<file path="src/rtl/conv3x3_sched.sv">
// conv3x3_sched: streams every (oc, ic) plane into the 3x3 line buffer and tags each window for the MAC.
module conv3x3_sched #(
  parameter int DATA_WIDTH = 32,
  parameter int WIDTH      = 7,
  parameter int ADDR_WIDTH = 16,
  parameter int CH_WIDTH   = 10
) (
  input  logic                  clk,
  input  logic                  rst,
  input  logic                  start,
  input  logic [CH_WIDTH-1:0]   cfg_in_ch,
  input  logic [CH_WIDTH-1:0]   cfg_out_ch,
  output logic                  busy,
  output logic                  done,
  output logic                  mem_rd_en,
  output logic [ADDR_WIDTH-1:0] mem_rd_addr,
  input  logic [DATA_WIDTH-1:0] mem_rd_data,
  output logic                  lb_rst,
  output logic                  lb_valid_in,
  output logic [DATA_WIDTH-1:0] lb_data,
  input  logic                  lb_valid_out,
  output logic [ADDR_WIDTH-1:0] wgt_addr,
  output logic                  acc_first,
  output logic                  acc_last,
  output logic                  out_valid,
  output logic [ADDR_WIDTH-1:0] out_addr
);
  localparam int PIX = WIDTH * WIDTH;
  localparam int WIN = (WIDTH - 2) * (WIDTH - 2);
  localparam int PW  = $clog2(PIX + 1);
  localparam int WW  = $clog2(WIN + 1);
  typedef enum logic [2:0] {IDLE, CLR, STREAM, DRAIN, NEXT, DONE} state_t;
  state_t state, state_nx;
  logic [CH_WIDTH-1:0] in_ch, out_ch, oc, ic;
  logic [PW-1:0] pix;
  logic [WW-1:0] win_cnt;
  logic last_ic, last_oc;
  assign last_ic = ic == in_ch - CH_WIDTH'(1);
  assign last_oc = oc == out_ch - CH_WIDTH'(1);
  always_comb begin
    state_nx = state;
    case (state)
      IDLE:    if (start) state_nx = (cfg_in_ch == '0 || cfg_out_ch == '0) ? DONE : CLR;
      CLR:     state_nx = STREAM;
      STREAM:  if (pix == PW'(PIX - 1)) state_nx = DRAIN;
      DRAIN:   if (win_cnt == WW'(WIN)) state_nx = NEXT;
      NEXT:    state_nx = (last_ic && last_oc) ? DONE : CLR;
      default: state_nx = IDLE;
    endcase
  end
  always_ff @(posedge clk) begin
    if (rst) begin
      state       <= IDLE;
      in_ch       <= '0;
      out_ch      <= '0;
      oc          <= '0;
      ic          <= '0;
      pix         <= '0;
      win_cnt     <= '0;
      lb_valid_in <= 1'b0;
    end else begin
      state       <= state_nx;
      lb_valid_in <= mem_rd_en;
      if (state == IDLE && start) begin
        in_ch  <= cfg_in_ch;
        out_ch <= cfg_out_ch;
        oc     <= '0;
        ic     <= '0;
      end
      if (state == CLR) begin
        pix     <= '0;
        win_cnt <= '0;
      end
      if (state == STREAM) pix <= pix + PW'(1);
      if (out_valid && win_cnt != WW'(WIN)) win_cnt <= win_cnt + WW'(1);
      if (state == NEXT) begin
        ic <= last_ic ? '0 : ic + CH_WIDTH'(1);
        if (last_ic && !last_oc) oc <= oc + CH_WIDTH'(1);
      end
    end
  end
  assign busy        = state != IDLE;
  assign done        = state == DONE;
  assign mem_rd_en   = state == STREAM;
  assign mem_rd_addr = mem_rd_en ? ADDR_WIDTH'(ic) * ADDR_WIDTH'(PIX) + ADDR_WIDTH'(pix) : '0;
  assign lb_rst      = rst | (state == CLR);
  assign lb_data     = mem_rd_data;
  // ic/oc only move in NEXT, so these hold steady across every window of a plane
  assign wgt_addr    = busy ? ADDR_WIDTH'(oc) * ADDR_WIDTH'(in_ch) + ADDR_WIDTH'(ic) : '0;
  assign acc_first   = busy & (ic == '0);
  assign acc_last    = busy & last_ic;
  assign out_valid   = lb_valid_out & (state == STREAM || state == DRAIN);
  assign out_addr    = out_valid ? ADDR_WIDTH'(oc) * ADDR_WIDTH'(WIN) + ADDR_WIDTH'(win_cnt) : '0;
endmodule

</file>
<file path="config.mk">
export PLATFORM = sky130hd
export DESIGN_NAME = conv3x3_sched
export DESIGN_NICKNAME = d
export VERILOG_FILES = /design/src/rtl/conv3x3_sched.sv
export SDC_FILE = /design/constraint.sdc
export NUM_CORES = 1
export LEC_CHECK = 0
export CAP_MARGIN = 0
export CORE_MARGIN = 2
export CORE_UTILIZATION = 25
export DETAILED_ROUTE_END_ITERATION = 7
export PLACE_DENSITY = 0.53
export SYNTH_ARGS = -nofsm -noshare
export SYNTH_HDL_FRONTEND = slang
export SYNTH_SLANG_ARGS = --single-unit
export TNS_END_PERCENT = 100
</file>
<file path="constraint.sdc">
create_clock -name clk -period 6.99 [get_ports clk]
set_input_delay 0.699 -clock clk [delete_from_list [all_inputs] [get_ports clk]]
set_output_delay 0.699 -clock clk [all_outputs]
set_load 0.01 [all_outputs]
</file>
-- After elaboration in Yosys (flattened, before gate mapping)
Index checks and enable logic that the tools add are counted.
- multiply operators: 3
- mux-type cells: 19
- reduce and logical (&&, ||, !) cells: 16
- bitwise operators: 4
- add/sub/neg operators: 9
- eq/ne operators: 13
- operator list (operator ; number):
    10-bit 2-to-1 mux ; 6
    16-bit 2-to-1 mux ; 3
    10-bit zero test ; 3
    10-bit by 1-bit adder with 10-bit output, second input constant ; 2
    10-bit == test ; 2
    10-bit by 1-bit subtractor with 10-bit output, second input constant ; 2
    15-bit by 5-bit adder with 16-bit output ; 1
    16-bit by 10-bit adder with 16-bit output ; 1
    16-bit by 6-bit adder with 16-bit output ; 1
    10-bit by 10-bit multiplier with 16-bit output ; 1
    10-bit by 6-bit multiplier with 16-bit output, second input constant ; 1
    10-bit by 5-bit multiplier with 15-bit output, second input constant ; 1
    3-bit 2-to-1 mux ; 5
    3-bit case mux with 5 select lines ; 1
    6-bit 2-to-1 mux ; 2
    5-bit 2-to-1 mux ; 2
    6-bit by 1-bit adder with 6-bit output, second input constant ; 1
    3-bit by 2-bit == test with 1-bit output, second input constant ; 2
    3-bit == test, second input constant ; 2
    6-bit == test, second input constant ; 1
    2-bit nonzero test ; 3
    5-bit by 1-bit adder with 5-bit output, second input constant ; 1
    5-bit == test, second input constant ; 1
    5-bit inequality test, second input constant ; 1
    other kinds (11) ; 18
- register bits: 55
- word-level logic and storage cells: 72

-- Depth between registers and ports, before layout
- word-level depth: 6
- mapped depth: 21
- mapped depth without buffers: 19

-- Worst setup path after synthesis
OpenSTA, ideal clock, no wires.
- path kind: reg2out
- start: reg oc[6]
- end: out wgt_addr[14]
- path buffers: 1
- stages on the path, launching flop included: 19
- slack: 1.338 ns
- arrival: 4.953 ns
- cell sequence: dfxtp_1 -> clkbuf_1 -> nand2_1 -> fa_1 -> inv_1 -> fa_1 -> inv_1 -> fa_1 -> inv_1 -> fa_1 -> inv_1 -> fa_1 -> inv_1 -> ha_1 -> a2111oi_0 -> nor3_1 -> nor3_1 -> nor3_1 -> nor3b_1
- cells in the longest elaborated chain, start to end: 3
- RTL lines (element ; RTL line ; RTL):
    from (decl) ; 34 ; logic [CH_WIDTH-1:0] in_ch, out_ch, oc, ic;
    from (signal assigned) ; 78 ; if (last_ic && !last_oc) oc <= oc + CH_WIDTH'(1);
    10-bit by 10-bit multiplier with 16-bit output ; 89 ; assign wgt_addr = busy ? ADDR_WIDTH'(oc) * ADDR_WIDTH'(in_ch) + ADDR_WIDTH'(ic) : '0;
    16-bit by 10-bit adder with 16-bit output ; 89 ;
    16-bit 2-to-1 mux ; 89 ;
    to (decl) ; 22 ; output logic [ADDR_WIDTH-1:0] wgt_addr,
No other way between the ends.

-- Worst setup path in the final report
- start: reg in_ch[1]
- end: out wgt_addr[14]
- cells in the longest elaborated chain, start to end: 3
- RTL lines (element ; RTL line ; RTL):
    from (decl) ; 34 ;
    from (signal assigned) ; 65 ; in_ch <= cfg_in_ch;
    10-bit by 10-bit multiplier with 16-bit output ; 89 ;
    16-bit by 10-bit adder with 16-bit output ; 89 ;
    16-bit 2-to-1 mux ; 89 ;
No other way between the ends.

==> flow_summary.ini <==
[floorplanning]
die_h_um = 198
core_area_mm2 = 0.0375
fp.dieW_um = 198
ioPinCount = 144
initial_utilization_pct = 25.2
die_area_mm2 = 0.0394
rows = 71

[cts]
cts_tree = built
max-clock-path-buffers = 2
root_buffer = clkbuf_16
cts_sinks = 55
postCtsSetupRepairBufs = 0
clk_pin_slew_ns = 0.07
insertion_delay_ns = 0.31
cts_made_buffers = 5
cts_max_level = 2

[route]
drcViolationCount = 0
first_pass_iters = 5
postRouteAntennaNets = 0
wl_per_cell_um = 14.1
drtIter0Drc = 400
routed_wirelength_mm = 24.3
via_per_inst = 4.56
vias = 7838

[synthesis]
ys_warn_count = 0
synthFlopType = dfxtp_1
avgSynthCellArea_um2 = 8.01
ys_types = 67
synth_nets = 1467
synth.ff_latch_count = 55
synth_edf_count = 0
async_flop_share_pct = 0
synth_area_mm2 = 0.00946
synthCells = 1181
synth_seq_area_share_pct = 11.6

[global_routing]
grt_overflow_total = 0
antenna_found_initial = 0
grt_pass1_vias = 7756
grt.total_usage_pct = 12.7
grt_max_degree = 52
grt_pass1_wl_mm = 40.4

[timing]
fin_tns_setup_ns = 0
max_freq_mhz = 152
rsz0062_at_grt = false
maxSlewViolCount = 0
fin_skew_ns = 0.00967
fin_crit_ns = 6.60
setup_viol = 0
worst_pin_slew_ns = 0.852
slew_headroom_pct = 42.7
hold_viol_final = 0
period_share_pct = 94.4

[pwr]
max-vdd-ir-drop_mv = 0.102
report.power.total_uw = 983
pwr_density_cell_mw_per_mm2 = 91.7
leakagePower_uw = 0.00515

[final_layout]
drive_above_1_share_pct = 4.06
nFillCells = 4108
diodes = 0
nets = 1493
area_growth_pct = 13.4

[setup_path]
path_class = reg2out
critPathArrivalTime_ns = 5.90
cp_max_fo = 14
end_kind = output port
ff2ff_setup_slack_ns = 3.63
crit_path_start_kind = register
required_ns = 6.29

[run]
drv_cap = 0

[place]
post-dp-hpwl_mm = 19.8
port_buffers = 79
gp_congestion = 0.829

[min_path]
hp-class = reg2reg

[status]
outcome = finished, final reports clean
-- final cells by class --
| cell class | count | area [um2] | area share, % |
|---|---|---|---|
| clock buffer | 6 | 129 | 1.20 |
| clock inverter | 2 | 12.5 | 0.117 |
| inverter | 173 | 649 | 6.06 |
| multi-input combinational | 875 | 7270 | 67.8 |
| sequential | 55 | 1100 | 10.3 |
| tap | 511 | 639 | 5.96 |
| timing repair buffer | 97 | 921 | 8.59 |
-- routing by layer --
layer | up-vias | global-route usage [%] | wire length, um
met5 | - | 0 | 0
met4 | 0 | 2.10 | 266
met3 | 19 | 1.71 | 1030
met2 | 157 | 20.4 | 10700
met1 | 3746 | 18.3 | 12300
li1 | 3916 | - | -
-- state kept, by name, indices dropped and copies added (netlist names) --
register	count
win_cnt	5
oc	10
ic	10
state	3
out_ch	10
pix	6
in_ch	10
lb_valid_in	1
-- cell usage in the layout, fill, tap and decap left out, types with 6 or more instances in the layout --
cell type,instances
inv_1,172
a31oi_1,15
o21ai_0,22
nand4_1,6
a21o_1,10
xor2_1,27
and3_1,13
xnor2_1,33
dfxtp_1,54
o21a_1,6
nor3_1,33
buf_4,18
nor2b_1,10
nor3b_1,7
nand2b_1,7
or3_1,9
nand3_1,30
o211ai_1,6
a211oi_1,9
ha_1,150
clkdlybuf4s50_1,78
and2_1,58
mux2i_1,6
a21oi_1,56
fa_1,80
nand2_1,119
nor4_1,10
nor2_1,88
-- cells by family after synthesis --
family	synth area share (%)
simple gates	21.8
buf+inv	11.6
fa+ha+maj	36.8
compound gates	12.1
xor+xnor	5.56
flops	11.6
mux	0.635
-- critical path, cell delays in order, from the launching register on --
cell,delay [ns]
dfxtp_1,0.61
nand2_1,0.13
fa_1,0.50
inv_1,0.05
fa_1,0.51
inv_1,0.05
fa_1,0.48
inv_1,0.05
fa_1,0.53
inv_1,0.05
fa_1,0.52
inv_1,0.04
ha_1,0.22
a2111oi_1,0.56
nor3_1,0.17
nor3_1,0.26
nor3_1,0.08
nor3b_1,0.19
clkdlybuf4s50_1,0.57
-- synthesized netlist by cell type, types with 4 or more instances --
master | count | area [um2]
fa_1 | 80 | 1600
a211oi_1 | 9 | 67.6
xor2_1 | 27 | 236
o21ai_1 | 4 | 20.0
and3_1 | 13 | 81.3
a211o_1 | 4 | 35.0
nor3_1 | 34 | 170
nand2b_1 | 7 | 43.8
nor4_1 | 10 | 62.6
o21ai_0 | 22 | 110
xnor2_1 | 33 | 289
mux2i_1 | 6 | 60.1
nand3_1 | 30 | 150
nor2b_1 | 10 | 62.6
o2111ai_2 | 4 | 60.1
or3_1 | 9 | 56.3
a21o_1 | 10 | 75.1
nor3b_1 | 7 | 52.6
nand2_1 | 119 | 447
nor2_1 | 88 | 330
o211ai_1 | 6 | 45.0
buf_4 | 32 | 240
inv_1 | 172 | 646
buf_6 | 4 | 45.0
a21oi_1 | 56 | 280
ha_1 | 150 | 1880
o21a_1 | 6 | 45.0
nand4_1 | 6 | 37.5
clkbuf_1 | 41 | 154
a31oi_1 | 15 | 93.8
o41ai_1 | 4 | 35.0
dfxtp_1 | 55 | 1100
and2_1 | 58 | 363
-- per-stage QoR --
stage	instances	cell area (um2)	worst slack, ns	hold WS, ns	util, %
6_report	1719	10700	0.393	0.498	28.6
2_1_floorplan	1181	9460	1.34	0.449	-
3_5_place_dp	1711	10600	0.530	0.487	28.2
3_3_place_gp	1711	10600	0.577	0.483	28.2
5_1_grt	1719	10700	0.0579	0.528	28.6
4_1_cts	1719	10700	0.192	0.498	28.6
-- where the power goes --
group	total [uW]	internal, uW	switching, uW
combinational	342	132	210
sequential	382	334	48.0
clock	259	133	126
total	983	599	384
-- path summary, 6_finish.rpt --
kind,endpoint,cells past startpoint,start
setup / recovery,wgt_addr[14],18,in_ch[1]
hold / removal,out_ch[1],2,out_ch[1]
setup reg to reg,oc[6],9,in_ch[0]
hold reg to reg,out_ch[1],2,out_ch[1]
-- timing repair --
action | in CTS | in global routing
hold endpoints to repair | 0 | 0
resized for setup | 0 | 2
setup endpoints to repair | 0 | 2
hold buffers | 0 | 0
(Power assumes the default switching activity.)
